[src/rtl/recur_mem_if.sv]
// Bus bundle between write_back, the pipeline scheduler port and the
// state / InexRecur RAM write ports of the recursion memory controller.
interface recur_mem_if #(
    parameter int ADDR_W  = 12,
    parameter int STATE_W = 18,
    parameter int REC_W   = 32
);
    logic               start;
    logic               seq_we_state;
    logic [STATE_W-1:0] seq_w_data_state;
    logic               seq_we_InexRecur;
    logic [REC_W-1:0]   seq_w_data_InexRecur;
    logic               ran_we_state;
    logic [STATE_W-1:0] ran_w_data_state;
    logic [ADDR_W-1:0]  ran_w_addr_state;
    logic               state_we;
    logic [ADDR_W-1:0]  state_waddr;
    logic [STATE_W-1:0] state_wdata;
    logic               rec_we;
    logic [ADDR_W-1:0]  rec_waddr;
    logic [REC_W-1:0]   rec_wdata;
    logic               nxt_req;
    logic               nxt_vld;
    logic [ADDR_W-1:0]  nxt_addr;
    logic               all_done;
    logic               stall;
    logic [ADDR_W:0]    count;
    logic               full;
    logic               err_ovf;
    logic               err_pair;

    modport master (
        output start, seq_we_state, seq_w_data_state,
        output seq_we_InexRecur, seq_w_data_InexRecur,
        output ran_we_state, ran_w_data_state, ran_w_addr_state,
        output nxt_req,
        input  state_we, state_waddr, state_wdata,
        input  rec_we, rec_waddr, rec_wdata,
        input  nxt_vld, nxt_addr, all_done, stall,
        input  count, full, err_ovf, err_pair
    );

    modport slave (
        input  start, seq_we_state, seq_w_data_state,
        input  seq_we_InexRecur, seq_w_data_InexRecur,
        input  ran_we_state, ran_w_data_state, ran_w_addr_state,
        input  nxt_req,
        output state_we, state_waddr, state_wdata,
        output rec_we, rec_waddr, rec_wdata,
        output nxt_vld, nxt_addr, all_done, stall,
        output count, full, err_ovf, err_pair
    );
endinterface

[src/rtl/recur_mem_ctrl.sv]
// Allocates new calls into the state / InexRecur RAMs, arbitrates the
// state write port with a 1-entry skid buffer, dispatches calls in order.
module recur_mem_ctrl #(
    parameter int ADDR_W  = 12,
    parameter int DEPTH   = 4096,
    parameter int STATE_W = 18,
    parameter int REC_W   = 32
) (
    input  logic       clk,
    input  logic       rst_n,
    recur_mem_if.slave bus
);
    localparam logic [ADDR_W:0] FULL_C = (ADDR_W+1)'(DEPTH);
    localparam logic [ADDR_W:0] ONE_C  = (ADDR_W+1)'(1);

    logic [ADDR_W:0]    wr_ptr_q, wr_ptr_d;
    logic [ADDR_W:0]    dp_q, dp_d;
    logic               buf_vld_q, buf_vld_d;
    logic [ADDR_W-1:0]  buf_addr_q, buf_addr_d;
    logic [STATE_W-1:0] buf_data_q, buf_data_d;
    logic               state_we_q, state_we_d;
    logic [ADDR_W-1:0]  state_waddr_q, state_waddr_d;
    logic [STATE_W-1:0] state_wdata_q, state_wdata_d;
    logic               rec_we_q, rec_we_d;
    logic [ADDR_W-1:0]  rec_waddr_q, rec_waddr_d;
    logic [REC_W-1:0]   rec_wdata_q, rec_wdata_d;
    logic               nxt_vld_q, nxt_vld_d;
    logic [ADDR_W-1:0]  nxt_addr_q, nxt_addr_d;
    logic               err_ovf_q, err_ovf_d;
    logic               err_pair_q, err_pair_d;

    logic full_w, accept_w, reject_w, seq_st_w, ran_w, issue_w;

    // Request qualification; start masks every request in its cycle.
    always_comb begin
        full_w   = (wr_ptr_q == FULL_C);
        accept_w = !bus.start && bus.seq_we_InexRecur
                   && !full_w && !buf_vld_q;
        reject_w = !bus.start && bus.seq_we_InexRecur
                   && (full_w || buf_vld_q);
        seq_st_w = accept_w && bus.seq_we_state;
        ran_w    = !bus.start && bus.ran_we_state;
        issue_w  = !bus.start && bus.nxt_req && (dp_q < wr_ptr_q);
    end

    // Next-state: allocation, state-port arbitration, dispatch, errors.
    always_comb begin
        wr_ptr_d      = wr_ptr_q;
        dp_d          = dp_q;
        buf_vld_d     = buf_vld_q;
        buf_addr_d    = buf_addr_q;
        buf_data_d    = buf_data_q;
        state_we_d    = 1'b0;
        state_waddr_d = state_waddr_q;
        state_wdata_d = state_wdata_q;
        rec_we_d      = 1'b0;
        rec_waddr_d   = rec_waddr_q;
        rec_wdata_d   = rec_wdata_q;
        nxt_vld_d     = 1'b0;
        nxt_addr_d    = nxt_addr_q;
        err_ovf_d     = err_ovf_q | reject_w;
        err_pair_d    = err_pair_q
                        | (bus.seq_we_state != bus.seq_we_InexRecur);
        if (bus.start) begin
            wr_ptr_d   = '0;
            dp_d       = '0;
            buf_vld_d  = 1'b0;
            err_ovf_d  = 1'b0;
            err_pair_d = 1'b0;
        end else begin
            if (accept_w) begin
                rec_we_d    = 1'b1;
                rec_waddr_d = wr_ptr_q[ADDR_W-1:0];
                rec_wdata_d = bus.seq_w_data_InexRecur;
                wr_ptr_d    = wr_ptr_q + ONE_C;
            end
            // Random writes always win; a colliding new-call word parks.
            if (ran_w) begin
                state_we_d    = 1'b1;
                state_waddr_d = bus.ran_w_addr_state;
                state_wdata_d = bus.ran_w_data_state;
                if (seq_st_w) begin
                    buf_vld_d  = 1'b1;
                    buf_addr_d = wr_ptr_q[ADDR_W-1:0];
                    buf_data_d = bus.seq_w_data_state;
                end
            end else if (buf_vld_q) begin
                state_we_d    = 1'b1;
                state_waddr_d = buf_addr_q;
                state_wdata_d = buf_data_q;
                buf_vld_d     = 1'b0;
            end else if (seq_st_w) begin
                state_we_d    = 1'b1;
                state_waddr_d = wr_ptr_q[ADDR_W-1:0];
                state_wdata_d = bus.seq_w_data_state;
            end
            if (issue_w) begin
                nxt_vld_d  = 1'b1;
                nxt_addr_d = dp_q[ADDR_W-1:0];
                dp_d       = dp_q + ONE_C;
            end
        end
    end

    // State registers; reset drops any parked state word.
    always_ff @(posedge clk or negedge rst_n) begin
        if (!rst_n) begin
            wr_ptr_q      <= '0;
            dp_q          <= '0;
            buf_vld_q     <= 1'b0;
            buf_addr_q    <= '0;
            buf_data_q    <= '0;
            state_we_q    <= 1'b0;
            state_waddr_q <= '0;
            state_wdata_q <= '0;
            rec_we_q      <= 1'b0;
            rec_waddr_q   <= '0;
            rec_wdata_q   <= '0;
            nxt_vld_q     <= 1'b0;
            nxt_addr_q    <= '0;
            err_ovf_q     <= 1'b0;
            err_pair_q    <= 1'b0;
        end else begin
            wr_ptr_q      <= wr_ptr_d;
            dp_q          <= dp_d;
            buf_vld_q     <= buf_vld_d;
            buf_addr_q    <= buf_addr_d;
            buf_data_q    <= buf_data_d;
            state_we_q    <= state_we_d;
            state_waddr_q <= state_waddr_d;
            state_wdata_q <= state_wdata_d;
            rec_we_q      <= rec_we_d;
            rec_waddr_q   <= rec_waddr_d;
            rec_wdata_q   <= rec_wdata_d;
            nxt_vld_q     <= nxt_vld_d;
            nxt_addr_q    <= nxt_addr_d;
            err_ovf_q     <= err_ovf_d;
            err_pair_q    <= err_pair_d;
        end
    end

    assign bus.state_we    = state_we_q;
    assign bus.state_waddr = state_waddr_q;
    assign bus.state_wdata = state_wdata_q;
    assign bus.rec_we      = rec_we_q;
    assign bus.rec_waddr   = rec_waddr_q;
    assign bus.rec_wdata   = rec_wdata_q;
    assign bus.nxt_vld     = nxt_vld_q;
    assign bus.nxt_addr    = nxt_addr_q;
    assign bus.stall       = buf_vld_q;
    assign bus.count       = wr_ptr_q;
    assign bus.full        = full_w;
    assign bus.err_ovf     = err_ovf_q;
    assign bus.err_pair    = err_pair_q;
    assign bus.all_done    = (dp_q == wr_ptr_q) && !buf_vld_q
                             && (wr_ptr_q != '0);
endmodule
[src/flat_wrapper.sv]
// flat-port wrapper written by rule: the top's interface ports become plain ports
module recur_mem_ctrl_flat 
#(
    parameter int ADDR_W  = 12,
    parameter int DEPTH   = 4096,
    parameter int STATE_W = 18,
    parameter int REC_W   = 32
)
  (clk, rst_n, bus_start, bus_seq_we_state, bus_seq_w_data_state, bus_seq_we_InexRecur, bus_seq_w_data_InexRecur, bus_ran_we_state, bus_ran_w_data_state, bus_ran_w_addr_state, bus_nxt_req, bus_state_we, bus_state_waddr, bus_state_wdata, bus_rec_we, bus_rec_waddr, bus_rec_wdata, bus_nxt_vld, bus_nxt_addr, bus_all_done, bus_stall, bus_count, bus_full, bus_err_ovf, bus_err_pair);
  recur_mem_if #(.ADDR_W(ADDR_W), .STATE_W(STATE_W), .REC_W(REC_W)) bus_i ();
  input  logic clk;
  input  logic rst_n;
  input wire logic [$bits(bus_i.start)-1:0] bus_start;
  input wire logic [$bits(bus_i.seq_we_state)-1:0] bus_seq_we_state;
  input wire logic [$bits(bus_i.seq_w_data_state)-1:0] bus_seq_w_data_state;
  input wire logic [$bits(bus_i.seq_we_InexRecur)-1:0] bus_seq_we_InexRecur;
  input wire logic [$bits(bus_i.seq_w_data_InexRecur)-1:0] bus_seq_w_data_InexRecur;
  input wire logic [$bits(bus_i.ran_we_state)-1:0] bus_ran_we_state;
  input wire logic [$bits(bus_i.ran_w_data_state)-1:0] bus_ran_w_data_state;
  input wire logic [$bits(bus_i.ran_w_addr_state)-1:0] bus_ran_w_addr_state;
  input wire logic [$bits(bus_i.nxt_req)-1:0] bus_nxt_req;
  output wire logic [$bits(bus_i.state_we)-1:0] bus_state_we;
  output wire logic [$bits(bus_i.state_waddr)-1:0] bus_state_waddr;
  output wire logic [$bits(bus_i.state_wdata)-1:0] bus_state_wdata;
  output wire logic [$bits(bus_i.rec_we)-1:0] bus_rec_we;
  output wire logic [$bits(bus_i.rec_waddr)-1:0] bus_rec_waddr;
  output wire logic [$bits(bus_i.rec_wdata)-1:0] bus_rec_wdata;
  output wire logic [$bits(bus_i.nxt_vld)-1:0] bus_nxt_vld;
  output wire logic [$bits(bus_i.nxt_addr)-1:0] bus_nxt_addr;
  output wire logic [$bits(bus_i.all_done)-1:0] bus_all_done;
  output wire logic [$bits(bus_i.stall)-1:0] bus_stall;
  output wire logic [$bits(bus_i.count)-1:0] bus_count;
  output wire logic [$bits(bus_i.full)-1:0] bus_full;
  output wire logic [$bits(bus_i.err_ovf)-1:0] bus_err_ovf;
  output wire logic [$bits(bus_i.err_pair)-1:0] bus_err_pair;
  assign bus_i.start = bus_start;
  assign bus_i.seq_we_state = bus_seq_we_state;
  assign bus_i.seq_w_data_state = bus_seq_w_data_state;
  assign bus_i.seq_we_InexRecur = bus_seq_we_InexRecur;
  assign bus_i.seq_w_data_InexRecur = bus_seq_w_data_InexRecur;
  assign bus_i.ran_we_state = bus_ran_we_state;
  assign bus_i.ran_w_data_state = bus_ran_w_data_state;
  assign bus_i.ran_w_addr_state = bus_ran_w_addr_state;
  assign bus_i.nxt_req = bus_nxt_req;
  assign bus_state_we = bus_i.state_we;
  assign bus_state_waddr = bus_i.state_waddr;
  assign bus_state_wdata = bus_i.state_wdata;
  assign bus_rec_we = bus_i.rec_we;
  assign bus_rec_waddr = bus_i.rec_waddr;
  assign bus_rec_wdata = bus_i.rec_wdata;
  assign bus_nxt_vld = bus_i.nxt_vld;
  assign bus_nxt_addr = bus_i.nxt_addr;
  assign bus_all_done = bus_i.all_done;
  assign bus_stall = bus_i.stall;
  assign bus_count = bus_i.count;
  assign bus_full = bus_i.full;
  assign bus_err_ovf = bus_i.err_ovf;
  assign bus_err_pair = bus_i.err_pair;
  recur_mem_ctrl #(.ADDR_W(ADDR_W), .DEPTH(DEPTH), .STATE_W(STATE_W), .REC_W(REC_W)) u_core (.clk(clk), .rst_n(rst_n), .bus(bus_i));
endmodule
[config.mk]
export PLATFORM = sky130hd
export DESIGN_NAME = recur_mem_ctrl_flat
export DESIGN_NICKNAME = d
export VERILOG_FILES = /design/src/rtl/recur_mem_if.sv /design/src/rtl/recur_mem_ctrl.sv /design/src/flat_wrapper.sv
export SDC_FILE = /design/constraint.sdc
export NUM_CORES = 1
export LEC_CHECK = 0
export ABC_CLOCK_PERIOD_IN_PS = 3200
export CAP_MARGIN = 20
export CORE_ASPECT_RATIO = 1.5
export CORE_UTILIZATION = 40
export DETAILED_ROUTE_END_ITERATION = 10
export PLACE_DENSITY = 0.69
export SYNTH_ARGS = -nofsm -noshare
export SYNTH_HDL_FRONTEND = slang
export SYNTH_SLANG_ARGS = --single-unit
[constraint.sdc]
create_clock -name clk -period 3.2 [get_ports clk]
set_input_delay 0.96 -clock clk [delete_from_list [all_inputs] [get_ports clk]]
set_output_delay 0.96 -clock clk [all_outputs]
set_load 0.1 [all_outputs]
Word-level counts from Yosys, hierarchy flattened
Cells that the tools add are included.
Widths: inputs -> output; s select.
- equality and inequality tests: 4
- $add $sub $neg: 2
- order comparisons: 1
- mux-type cells: 23
- bitwise operators: 3
- reduce and logical (&&, ||, !) cells: 22
- operators by type and width (cell ; count):
    $mux 18 ; 3
    $mux 13 ; 4
    $mux 12 ; 3
    $add 13x1->13 const B ; 2
    $eq 13x13->1 ; 1
    $eq 13x13->1 const B ; 1
    $lt 13x13->1 ; 1
    $mux 1 ; 13
    $reduce_bool 13->1 ; 1
    $logic_and 1x1->1 ; 10
    $reduce_and 2->1 ; 3
    $reduce_bool 2->1 ; 2
    $logic_not 1->1 ; 3
    $ne 3x2->1 const B ; 1
    $reduce_and 3->1 ; 1
    $reduce_bool 3->1 ; 1
    $or 1x1->1 ; 2
    $logic_or 1x1->1 ; 1
    $ne 1x1->1 ; 1
    $not 1->1 ; 1
- output and inout port bits: 107
- bits of input ports: 87
- register bits: 148
- word-level logic and storage cells: 70

Longest topological paths before layout
Gate-level depths: netlist of run 1.
- depth in word-level cells: 9
- depth in mapped cells: 9
- gate-level depth less buffers: 7

Worst setup path before layout of run 1
Ideal clock, no wire load.
- path kind: reg2out
- from: register u_core.wr_ptr_q[10] (netlist: u_core.bus.count[10])
- to: output bus_all_done
- stages on the path, launching flop included: 7
- arrival time: 3.524 ns
- buffers on the path: 0
- slack: -1.284 ns
- cell sequence: dfrtp_1 -> inv_1 -> ha_1 -> nand4_1 -> nor3_1 -> nand2_1 -> a41oi_1
- word-level cells in the longest chain between the ends: 3
- ends and longest elaborated chain (element ; line ; RTL):
    from (decl) ; recur_mem_ctrl.sv:16 ; logic [ADDR_W:0] wr_ptr_q, wr_ptr_d;
    from (signal assigned) ; recur_mem_ctrl.sv:124 ; wr_ptr_q <= wr_ptr_d;
    $eq 13x13->1 ; recur_mem_ctrl.sv:155 ; assign bus.all_done = (dp_q == wr_ptr_q) && !buf_vld_q
    $logic_and 1x1->1 ; recur_mem_ctrl.sv:155 ;
    $logic_and 1x1->1 * ; recur_mem_ctrl.sv:156 ; && (wr_ptr_q != '0);
    to (decl) ; flat_wrapper.sv:30 ; output wire logic [$bits(bus_i.all_done)-1:0] bus_all_done;
Mark *: on every way between the ends. The rest lies on a longest branch, timed or not.

Final worst setup path of run 1
- from: register u_core.wr_ptr_q[12] (netlist: u_core.bus.count[12])
- to: output bus_all_done
Same word-level chain as after synthesis.

==> results of run 1 <==
worst paths after layout:
path / startpoint / to / slack (ns) / cells after the start
max in group asynchronous: rst_n / u_core.bus.stall / 1.95 / 2
min in group clk: u_core.buf_addr_q[1] / u_core.buf_addr_q[1] / 0.48 / 2
min: rst_n / u_core.bus.nxt_addr[7] / 0.48 / 1
max reg2reg: u_core.bus.count[12] / u_core.bus.nxt_addr[3] / 0.60 / 7
min reg2reg: u_core.buf_addr_q[1] / u_core.buf_addr_q[1] / 0.48 / 2
max: u_core.bus.count[12] / bus_all_done / 0.08 / 7
placed cells by master, fill, tap and decap left out, types with 2 or more instances in the layout:
cell / instances
and4_1: 2
clkinvlp_4: 4
nor3_4: 2
nor2_1: 49
a21oi_1: 44
inv_2: 3
mux2_2: 66
nand3_1: 13
clkinv_4: 3
xnor2_1: 11
dfrtp_4: 5
ha_1: 11
buf_4: 144
clkdlybuf4s50_1: 85
a41oi_4: 3
nand2_1: 55
or4_1: 8
o211ai_1: 3
nand3_2: 2
and3_1: 5
o31ai_1: 10
dfrtp_2: 10
inv_6: 6
mux2_4: 7
nand4_1: 10
dfrtp_1: 133
o21ai_1: 4
mux2i_1: 30
o21ai_0: 43
inv_1: 17
nor2b_1: 2
bufinv_16: 2
nor4_1: 2
buf_12: 7
ha_4: 5
clkbuf_16: 17
metal layers:
| metal | vias to the layer above | part of all wire |
|---|---|---|
| met5 | - | 0 |
| li1 | 2590 | - |
| met3 | 34 | 0.047 |
| met1 | 2663 | 0.40 |
| met2 | 153 | 0.52 |
| met4 | 0 | 0.031 |
state kept, by name (all words and copies together) (netlist names):
signal and flops:
u_core.bus.count 13, u_core.bus.err_ovf 1, u_core.bus.nxt_vld 1, u_core.bus.state_we 1, u_core.bus.err_pair 1, u_core.buf_addr_q 12, u_core.buf_data_q 18, u_core.bus.rec_we 1
u_core.bus.stall 1, u_core.bus.nxt_addr 12, u_core.bus.rec_wdata 32, u_core.bus.rec_waddr 12, u_core.dp_q 13, u_core.bus.state_waddr 12, u_core.bus.state_wdata 18
stage by stage:
stage / utilization / total power [uW] / instances / setup WS, ns / cell area (um2)
floorplan: - / 3562 / 608 / 0.0004605 / 6985
detailed placement: 0.5337 / 4068 / 1002 / 0.1331 / 8985
CTS: 0.5702 / 6092 / 1035 / 0.01402 / 9599
global route: 0.5825 / 6266 / 1053 / -0.01677 / 9807
global placement: 0.5337 / 4038 / 1002 / 0.1952 / 8985
finish: 0.5825 / 6051 / 1053 / 0.08266 / 9807
power breakdown:
| part | internal, uW | total (uW) | switching, uW |
|---|---|---|---|
| Clock | 1170 | 2020 | 848 |
| Sequential | 2070 | 2170 | 108 |
| Combinational | 493 | 1860 | 1370 |
| Total | 3730 | 6050 | 2320 |
what timing repair did:
item,4_1_cts,5_1_grt
buffers inserted,1,18
endpoints found under the setup margin,2,2
resized for setup,3,10
pin swaps,4,7
cloned,0,0
cell type report:
type                       count  area [um2]  share of cell area
multi-input combinational    404        3039              0.3099
inverter                      22       90.09            0.009186
clock buffer                  17       425.4             0.04338
sequential                   148        3735              0.3808
tap                          210       262.8             0.02679
timing repair buffer         237        2083              0.2124
clock inverter                15       171.4             0.01748
cell families after synthesis:
logic type                 Yosys count  synth area share
AOI/OAI and AO/OA                  113           0.09668
xor gates and xnor gates            12           0.01515
adders and majority gates           16           0.02886
buffers and inverters               56           0.04311
DFF                                148            0.5339
muxes                              103            0.1656
and+or+nand+nor                    160            0.1167
==> impl_metrics.env, run 1 <==
export IMPL_crit_family="simple AND/OR/NAND/NOR gates"
export IMPL_die_area_um2=17880
export IMPL_drtIter0Drc=174
export IMPL_synth_top_flop_cell="dfrtp_1"
export IMPL_dieWidth_um=109.5
export IMPL_grt_pass1_wl_mm=27.79
export IMPL_grt_busiest_layer="met2"
export IMPL_fin_crit_sh=0.9742
export IMPL_cts_tree="built"
export IMPL_worstSkewPairLatency_ns=0.42
export IMPL_synth_most_common_cell="dfrtp_1"
export IMPL_ant_nets=0
export IMPL_clock_skew_ns=0.008795
export IMPL_seq_area_frac_synth=0.5339
export IMPL_grt_usage=0.2061
export IMPL_htree_levels=4
export IMPL_p_leak_uw=0.004407
export IMPL_dr_pass1_iters=4
export IMPL_syn_nets=711
export IMPL_grt_antenna_before_repair=0
export IMPL_yosys_top_cells_count="dfrtp_1, mux2_2, nand2_1"
export IMPL_worst_pin_slew_ns=0.7202
export IMPL_area_growth_pct=41.38
export IMPL_status="completed"
export IMPL_syn_area_um2=6937
export IMPL_synth_top_area_cell="dfrtp_1"
export IMPL_overflow=0
export IMPL_yosys_warnings=0
export IMPL_rsz0062_at_grt="yes"
export IMPL_drv_cap=0
export IMPL_max_freq_mhz=320.8
export IMPL_fin_tns_setup_ns=0
export IMPL_ys_top_cells_by_area="dfrtp_1, mux2_2, mux2i_1"
export IMPL_synth_edf_count=0
export IMPL_syn_area_per_cell_um2=11.41
export IMPL_antennaDiodeCount=0
export IMPL_holdBufCountCts=0
export IMPL_rows=58
export IMPL_required_ns=2.24
export IMPL_synth_seq_cells=148
export IMPL_core_area_um2=16840
export IMPL_synthArstFlopShare=1.000
export IMPL_slew_violations=0
export IMPL_grt_max_degree=62
export IMPL_use_met3=0.04629
export IMPL_worst_path_max_fanout=4
export IMPL_num_nets_final=933
export IMPL_peakVddDrop_mv=0.4565
export IMPL_use_met1=0.2454
export IMPL_slew_limit_headroom=0.5199
export IMPL_critPathCaptureType="output port"
export IMPL_synth_cell_types=49
export IMPL_n_fill_cell=1446
export IMPL_viasPerCell=5.166
export IMPL_grt_pass1_vias=5349
export IMPL_start_util=0.4120
export IMPL_path_cells="inv_4 > ha_4 > nand4_1 > nor3_2 > nand2_1 > a41oi_4 > buf_12"
export IMPL_io_pins=194
export IMPL_clkTransAtPathRegs_ns=0.07
export IMPL_wire_per_inst_um=17.02
export IMPL_netlist_instances=608
export IMPL_hold_violations=0
export IMPL_critPathSlowestCell="dfrtp_4"
export IMPL_clock_sinks=148
export IMPL_crit_arrival_ns=2.16
export IMPL_hp_class="input pin to asynchronous set/reset pin"
export IMPL_grtUsageMet2=0.3525
export IMPL_holdWs_ns=0.4758
export IMPL_io_buffers=193
export IMPL_setup_violations=0
export IMPL_vias=5440
export IMPL_dp_hpwl_mm=13.01
export IMPL_power_density_nw_per_um2=617.0
export IMPL_synth_top_area_frac=0.5339
export IMPL_worst_setup_path_start_kind="flip-flop"
export IMPL_timing_critical_path_buf_inv=2
export IMPL_routabilityCongestion=0.8630
export IMPL_drcViolationCount=0
export IMPL_crit_type="flip-flop to output port"
export IMPL_die_h_um=163.3
export IMPL_cts_root_buf="clkbuf_16"
export IMPL_layout_min_cycle_time_ns=3.117
export IMPL_drt_wl_total_mm=17.92
export IMPL_critPathMaxStageDelay_ns=0.45
export IMPL_cts_made_buffers=17
export IMPL_drive_gt1_frac=0.3511
export IMPL_cts_max_path_buffers=2
No activity file was read; power rests on OpenSTA's default activity.
==> run 2, diff against run 1 <==
- CAP_MARGIN: 20 -> unset
- CTS_CLUSTER_DIAMETER: unset -> 200
- GPL_TIMING_DRIVEN: unset -> 0
==> impl_metrics.env, run 2 (synthesis results as in run 1) <==
export IMPL_placed_cells=1010
export IMPL_worst_slack_ns=0.03560
export IMPL_layout_commonest_cell="clkdlybuf4s50_1"
export IMPL_setup_violations=0
export IMPL_drcViolationCount=0
export IMPL_antennaDiodeCount=0
export IMPL_worst_pin_slew_ns=1.037
export IMPL_critPathCaptureType="output port"
export IMPL_htree_levels=4
export IMPL_min_path_cells=2
export IMPL_overflow=0
export IMPL_start_util=0.4120
export IMPL_routabilityCongestion=0.8827
export IMPL_n_fill_cell=1391
export IMPL_status="completed"
export IMPL_crit_type="flip-flop to output port"
export IMPL_fin_tns_setup_ns=0
export IMPL_clock_skew_ns=0.008674
export IMPL_drt_wl_total_mm=18.63
export IMPL_fin_crit_sh=0.9889
export IMPL_drive_gt1_frac=0.2251
export IMPL_dp_hpwl_mm=13.83
export IMPL_io_buffers=191
export IMPL_num_nets_final=943
export IMPL_dieWidth_um=109.5
export IMPL_drtIter0Drc=231
export IMPL_required_ns=2.24
export IMPL_die_h_um=163.3
export IMPL_core_area_um2=16840
export IMPL_r2r_slack_ns=0.65
export IMPL_dp_slack_ns=-0.6880
export IMPL_worst_path_max_fanout=4
export IMPL_ant_nets=0
export IMPL_grt_antenna_before_repair=0
export IMPL_drv_cap=0
export IMPL_fin_area_um2=10050
export IMPL_grt_usage=0.2147
export IMPL_max_freq_mhz=316.0
export IMPL_hp_class="flip-flop to flip-flop"
export IMPL_final_cell_mix="clkdlybuf4s50_1, dfrtp_1, mux2_2"
export IMPL_dr_pass1_iters=4
export IMPL_place_area_um2=9189
export IMPL_power_density_nw_per_um2=609.2
export IMPL_peakVddDrop_mv=0.4154
export IMPL_largest_register_ff_count=32
export IMPL_worst_r2r_path_depth=8
export IMPL_wire_per_inst_um=17.52
export IMPL_stdcell_count=1063
export IMPL_die_area_um2=17880
export IMPL_clock_sinks=148
export IMPL_cts_max_path_buffers=2
export IMPL_cts_tree="built"
export IMPL_vias=5494
export IMPL_power_total_uw=6122
export IMPL_grt_pass1_vias=5632
export IMPL_holdPathEnd="u_core.buf_addr_q[2]"
export IMPL_cts_root_buf="clkbuf_16"
export IMPL_area_growth_pct=44.86
export IMPL_worstSkewPairLatency_ns=0.42
export IMPL_worstHoldStart="u_core.buf_addr_q[2]"
export IMPL_io_pins=194
export IMPL_rows=58
export IMPL_crit_arrival_ns=2.20
export IMPL_worst_setup_path_start_kind="flip-flop"
export IMPL_slew_violations=0
export IMPL_grt_pass1_wl_mm=28.82
export IMPL_reg2reg_to="u_core.bus.rec_wdata[19]"
export IMPL_cts_made_buffers=17
export IMPL_layout_min_cycle_time_ns=3.164
export IMPL_reg2reg_from="u_core.bus.count[0]"
export IMPL_clkTransAtPathRegs_ns=0.06
export IMPL_p_leak_uw=0.004246
export IMPL_viasPerCell=5.168
export IMPL_grt_max_degree=84
export IMPL_hold_violations=0
export IMPL_slew_limit_headroom=0.3062
run 2: changes by cell type in the layout (fill, tap and decap cells not counted), moves of 6 or more:
cell and change:
clkdlybuf4s50_1 +103, buf_6 +7, buf_4 -117, buf_12 -6
buf_2 +8, clkbuf_8 +6, inv_6 -6, clkbuf_1 +13
run 2: area by class of cell:
class / count / area (um2) / share of cell area
clock inverters: 7 / 93.84 / 0.009339
well taps: 210 / 262.8 / 0.02615
plain buffers: 33 / 207.7 / 0.02067
repair buffers: 214 / 2121 / 0.2111
flip-flops and latches: 148 / 3736 / 0.3718
inverters: 22 / 90.09 / 0.008965
multi-input cells: 404 / 3022 / 0.3007
clock buffers: 25 / 515.5 / 0.05130
run 2: report_power, final:
part | internal [uW] | leakage (uW) | total, uW | switching [uW]
Sequential | 2070 | 0.00189 | 2170 | 106
Clock | 1270 | 0.000295 | 2030 | 756
Combinational | 540 | 0.00206 | 1920 | 1380
Total | 3880 | 0.00425 | 6120 | 2240
run 2: worst max path at each step:
stage	cells past startpoint	from	endpoint	slack, ns
CTS	7	u_core.bus.count[11]	bus_all_done	-0.002
finish	3	u_core.bus.count[10]	bus_count[10]	0.04
global placement	1	rst_n	u_core.bus.count[3]	-5.64
global route	7	u_core.bus.count[11]	bus_all_done	-0.02
detailed placement	7	u_core.bus.count[11]	bus_all_done	-0.69
floorplan	6	u_core.bus.count[2]	bus_all_done	0.0005
run 2: critical path: stages, from the launching register on:
cell and delay, ns:
dfrtp_4 0.44, buf_4 0.11, buf_4 0.10, clkdlybuf4s50_1 1.13
run 2: layer usage:
layer  global-route usage  up-vias  wire, um
met5                    0        -         0
met4               0.1048        0       469
met3              0.05467       38      1168
met2               0.3776      173     10090
met1               0.2365     2690      6903
li1                     -     2593         -
run 2: timing repair:
action	in CTS	in global routing
setup endpoints to repair	2	2
hold buffers	0	0
pin swaps	1	6
gates resized for setup	18	15
setup buffers	11	11
run 2: through the flow:
step           hold WS (ns)  utilization
2_1_floorplan        0.4496            -
3_3_place_gp         0.4640       0.5441
3_5_place_dp         0.4710       0.5458
4_1_cts              0.4840       0.5881
5_1_grt              0.4988       0.5968
6_report             0.4794       0.5968
==> run 3, diff against run 2 <==
- TNS_END_PERCENT: unset -> 100
==> results of run 3 <==
No change in the layout: final DEF, timing and power equal those of run 2.
==> variant 1 (flow settings as in run 1) <==
`ADDR_W` is set to 12 in 3 places; all go to 11.
--- a/src/rtl/recur_mem_if.sv
+++ b/src/rtl/recur_mem_if.sv
@@ -3,3 +3,3 @@
 interface recur_mem_if #(
-    parameter int ADDR_W  = 12,
+    parameter int ADDR_W  = 11,
     parameter int STATE_W = 18,
--- a/src/rtl/recur_mem_ctrl.sv
+++ b/src/rtl/recur_mem_ctrl.sv
@@ -3,3 +3,3 @@
 module recur_mem_ctrl #(
-    parameter int ADDR_W  = 12,
+    parameter int ADDR_W  = 11,
     parameter int DEPTH   = 4096,
--- a/src/flat_wrapper.sv
+++ b/src/flat_wrapper.sv
@@ -3,3 +3,3 @@
 #(
-    parameter int ADDR_W  = 12,
+    parameter int ADDR_W  = 11,
     parameter int DEPTH   = 4096,
Interface: changed (5 resized); port bits go from 194 to 189. The function was not compared with the original's and may differ.
==> variant 1 against run 1 <==
Via count fell by 8.8%. Clock skew fell by 1.5 ps. Power rose by 16%. Non-clock buffer count fell by 22. Setup slack improved by 37 ps. Final area fell by 2.6%. First-iteration DRC count rose by 51%. Synthesized area fell by 1.9%. Sequential share of layout area fell by 0.56 points. Sequential cell count fell by 6. Combinational power rose by 47%. Wire length fell by 5.8%. Register-to-register slack got worse by 70 ps. Critical endpoint unchanged.
==> variant 1: results (changes against run 1) <==
* Status: complete, no violations
* Fin Clk Skew at 7.30 ps (-1.49 ps)
* Synth Area in XOR/XNOR at 1.54% (+0.029 points)
* Synth top cells by count: dfrtp_1, mux2_2, nand2_1, o21ai_0
* Sequential area share after synthesis at 52.2% (-1.2 points)
* Largest net degree at the start of global routing at 59 (-4.8%)
* Syn nets at 642 (-9.7%)
* First-pass GRT wire length at 26.7 mm (-3.9%)
* Compound-cell area share of the yosys netlist at 5.48% (-4.2 points)
* Placed Cells at 924 (-7.8%)
* Clock latency at the later pin of the worst-skew pair at 420 ps (about the same)
* VDD IR max at 0.709 mV (+55%)
* GPL Wtd Cong at 0.912 (+5.7%)
* Slew margin rel. at 59.8% (+7.8 points)
* DR iter-0 viols at 262 (+51%)
* Post-detail-place hpwl at 12.0 mm (-7.9%)
* Critical path data arrival time at 2120 ps (-40 ps)
* Nets at 847 (-9.2%)
* Vias in the first global route at 5,271 (-1.5%)
* GRT Total Usage at 19.8% (-0.80 points)
* Fraction of layout cells with a size suffix above 1 at 40.6% (+5.5 points)
* Multiplexer share of the synthesized area at 25.2% (+8.7 points)
* Post-synthesis adder-cell area fraction at 2.76% (-0.13 points)
* Synthesized area per cell at 12.6 um^2 (+10%)
* Cells taking the most area after synthesis: dfrtp_1, mux2_2, mux2_4, mux2i_1, ha_1
* Placed inst area at 8830 um^2 (-1.8%)
* Total vias in the final route at 4,960 (-8.8%)
* Post-DR wirelength/cell at 17.4 um (+2.4%)
* Fillers at 1,405 (-2.8%)
* Pre-CTS setup slack at 91.7 ps (-41.4 ps)
* Number of port buffers at 188 (-2.6%)
* Unique masters post-synth at 46 (-6.1%)
* Leakage at 4.38 nW (-0.51%)
==> variant 1: cell count changes in the layout (fill, tap and decap cells not counted), sizes merged, moves of 6 or more <==
cell,change
nand2,-19
clkinv,+6
dfrtp,-6
buf,-21
mux2,+44
o31ai,-8
nand3,-8
o21ai,-16
a21oi,-36
a221o,+7
inv,-8
nor2,-25
or4,-7
==> variant 1: area by class of cell <==
class / instances / area (um^2) / share of cell area (%)
clock inverters: 13 / 165 / 1.73
well taps: 210 / 263 / 2.75
multi-input cells: 350 / 3090 / 32.3
clock buffers: 19 / 453 / 4.74
inverters: 20 / 75.1 / 0.786
flip-flops and latches: 142 / 3590 / 37.5
repair buffers: 215 / 1930 / 20.2
==> variant 1: report_power, final <==
part	switching, mW	internal, mW	total, mW
Combinational	2.09	0.650	2.73
Clock	0.772	1.27	2.04
Sequential	0.154	2.08	2.23
Total	3.01	4.00	7.01
==> variant 1: layer usage <==
layer,track usage (%),vias up,part of all wire (%)
li1,-,2340,-
met1,22.8,2424,39
met2,34.2,156,52
met3,5.42,40,5.5
met4,8.11,0,3.5
met5,0,-,0
==> variant 1: timing repair <==
| item | CTS | global route |
|---|---|---|
| pin swaps | 2 | 3 |
| gates cloned | 0 | 0 |
| gates resized for setup | 0 | 3 |
| hold endpoints to repair | 0 | 0 |
| setup endpoints to repair | 1 | 1 |
| setup buffers | 4 | 9 |
| hold buffers | 0 | 0 |
==> variant 1: cell families (layout without fill, tap and decap cells) <==
logic type      Yosys count  after routing
mux                     146            146
flops                   142            142
simple gates            119            119
compound gates           58             58
buf+inv                  49            267
fa+ha+maj                15             15
xor+xnor                 12             12
==> variant 1: worst max-delay path: stages, from the launching register on <==
cell and delay [ps]:
dfrtp_4 430, inv_1 70, ha_1 300, and4_4 240
nand4_1 190, nor3_4 280, buf_12 200
==> variant 1: final timing paths <==
| check | slack [ps] | depth (start not counted) | to | start |
|---|---|---|---|---|
| setup / recovery | 120 | 6 | bus_all_done | u_core.bus.count[9]$_DFFE_PN0P_ |
| hold / removal | 470 | 1 | u_core.bus.rec_wdata[6]$_DFFE_PN0P_ | rst_n |
| setup reg to reg | 530 | 10 | u_core.dp_q[10]$_DFFE_PN0P_ | u_core.bus.count[9]$_DFFE_PN0P_ |
| hold reg to reg | 490 | 1 | u_core.bus.state_wdata[6]$_DFFE_PN0P_ | u_core.bus.state_wdata[6]$_DFFE_PN0P_ |
| max in group asynchronous | 2080 | 2 | u_core.bus.count[10]$_DFFE_PN0P_ | rst_n |
| min in group clk | 490 | 1 | u_core.bus.state_wdata[6]$_DFFE_PN0P_ | u_core.bus.state_wdata[6]$_DFFE_PN0P_ |
==> variant 2 (settings of run 1) <==
Made on the original files. Make the reset (`rst_n`) synchronous in one clocked block.
--- a/src/rtl/recur_mem_ctrl.sv
+++ b/src/rtl/recur_mem_ctrl.sv
@@ -105,3 +105,3 @@
     // State registers; reset drops any parked state word.
-    always_ff @(posedge clk or negedge rst_n) begin
+    always_ff @(posedge clk) begin
         if (!rst_n) begin
Check against the original RTL: differs if rst_n is asserted again (counterexample within 4 cycles, from zero or initial values and one cycle with rst_n low); with rst_n held inactive, the same outputs for 4 cycles.
==> variant 2 against run 1 <==
Synthesized area down 2.8%. Sequential cell count unchanged. Final cell count up 13%. Final area down 3.9%. Setup slack better by 28 ps. Critical path depth down 1. Wire length up 4.0%. Largest cell class is now multi-input combinational cells.
Power is not compared: it rests on default switching activity, and its combinational part moved more than twofold at a synthesized area within 25%.
==> variant 2: results (changes against run 1) <==
* Post-synthesis adder-cell area fraction at 2.97% (+0.082 points)
* R2R Setup Slk at 620 ps (+20 ps)
* Htree depth at 4 (unchanged)
* Largest net degree at the start of global routing at 91 (+47%)
* Nets at 1,076 (+15%)
* Vias in the first global route at 6,014 (+12%)
* Unique masters post-synth at 49 (unchanged)
* Sequential area share after synthesis at 43.9% (-9.5 points)
* Clock buffer depth at 2 (unchanged)
* Synth top cells by count: nand2_1, dfxtp_1, a21boi_1, nor2_1, clkbuf_1
* Clock transition at the registers of the reported paths at 60 ps
* Slew margin rel. at 62.3% (+10 points)
* GRT Total Usage at 21.8% (+1.2 points)
* GR Util met1 at 25.1% (+0.54 points)
* Antenna Diode Count at 0 (unchanged)
* VDD IR max at 0.316 mV
* Cts bufs inserted at 17 (unchanged)
* Synth Area in XOR/XNOR at 1.43% (-0.087 points)
* Fillers at 1,490 (+3.0%)
* Met3 WL at 950 um (+13%)
* Pre-Repair DR Iteration Count at 5 (+1)
* Antenna violations before repair at 0 (unchanged)
* Wire length on met2 at 9.56 mm (+2.7%)
* Clock latency at the later pin of the worst-skew pair at 420 ps (about the same)
* Crit Path Max Fanout at 6 (+2)
* Post-DR wirelength/cell at 15.6 um (-8.2%)
* Multiplexer share of the synthesized area at 6.10% (-10 points)
* Clk root buf: clkbuf_16
* GPL Wtd Cong at 0.785 (-9.0%)
* Met1 WL at 7.65 mm (+5.8%)
* GR Util met2 at 38.9% (+3.7 points)
* Vias per inst at 5.14 (-0.60%)
* Asr flop ratio synth at 0% (-100 points)
* Max FFs per register at 32 (unchanged)
* Syn nets at 892 (+25%)
* Compound-cell area share of the yosys netlist at 17.9% (+8.2 points)
* Number of port buffers at 193 (unchanged)
* Synth warnings at 0 (unchanged)
* Grt met3 use at 4.44% (-0.19 points)
* Hold WC Path Type: flop to flop
* Fraction of layout cells with a size suffix above 1 at 21.5% (-14 points)
* First-pass GRT wire length at 29.9 mm (+7.5%)
* DR iter-0 viols at 313 (+80%)
* Critical path data arrival time at 2130 ps (-30 ps)
* Fin Clk Skew at 8.45 ps (-0.341 ps)
* Cells taking the most area after synthesis: dfxtp_1, nand2_1, a21boi_1, mux2i_1, ha_1
* Status: complete, no violations
* Post-detail-place hpwl at 13.3 mm (+2.1%)
[variant 2: final timing paths]
path	startpoint	to	depth (start not counted)
worst max-delay path	u_core.bus.count[12]$_SDFFE_PP0N_	bus_all_done	6
worst min-delay path	u_core.bus.rec_wdata[11]$_SDFFE_PN0P_	u_core.bus.rec_wdata[11]$_SDFFE_PN0P_	2
worst max register to register	u_core.bus.count[6]$_SDFFE_PP0N_	u_core.bus.nxt_addr[8]$_SDFFE_PN0P_	8
worst min register to register	u_core.bus.rec_wdata[11]$_SDFFE_PN0P_	u_core.bus.rec_wdata[11]$_SDFFE_PN0P_	2
[variant 2: area by class of cell]
type	count	share of cell area, %
repair buffers	219	20.8
clock buffers	19	4.82
inverters	17	0.677
clock inverters	13	1.55
well taps	206	2.73
multi-input cells	570	37.5
flip-flops and latches	148	31.9
[variant 2: per-stage QoR]
stage / cell area [um^2] / power (mW) / setup slack [ps] / instances / hold WS, ps
global route: 9430 / 4.87 / 37.4 / 1192 / 465
global placement: 8780 / 2.72 / 75.7 / 1159 / 437
detailed placement: 8780 / 2.72 / 22.5 / 1159 / 442
floorplan: 6800 / 2.46 / 25.2 / 789 / 432
CTS: 9390 / 4.75 / 20.1 / 1191 / 451
finish: 9430 / 4.71 / 111 / 1192 / 450
[variant 2: timing repair]
item,4_1_cts,5_1_grt
gates resized for setup,1,3
hold buffers,0,0
gates cloned,0,0
setup buffers,0,0
endpoints found under the setup margin,1,1
pin swaps,0,1
[variant 2: worst max-delay path, cell delays in order, from the launching register on]
cell     delay [ps]
dfxtp_4         410
inv_2            90
ha_1            340
and4_2          290
nand4_1         180
nor3_4          210
buf_12          200
[variant 2: where the power goes]
group	leakage [nW]	switching (mW)	internal (mW)
clock network	0.290	0.819	1.21
registers	1.21	0.0250	1.88
logic	2.17	0.521	0.257
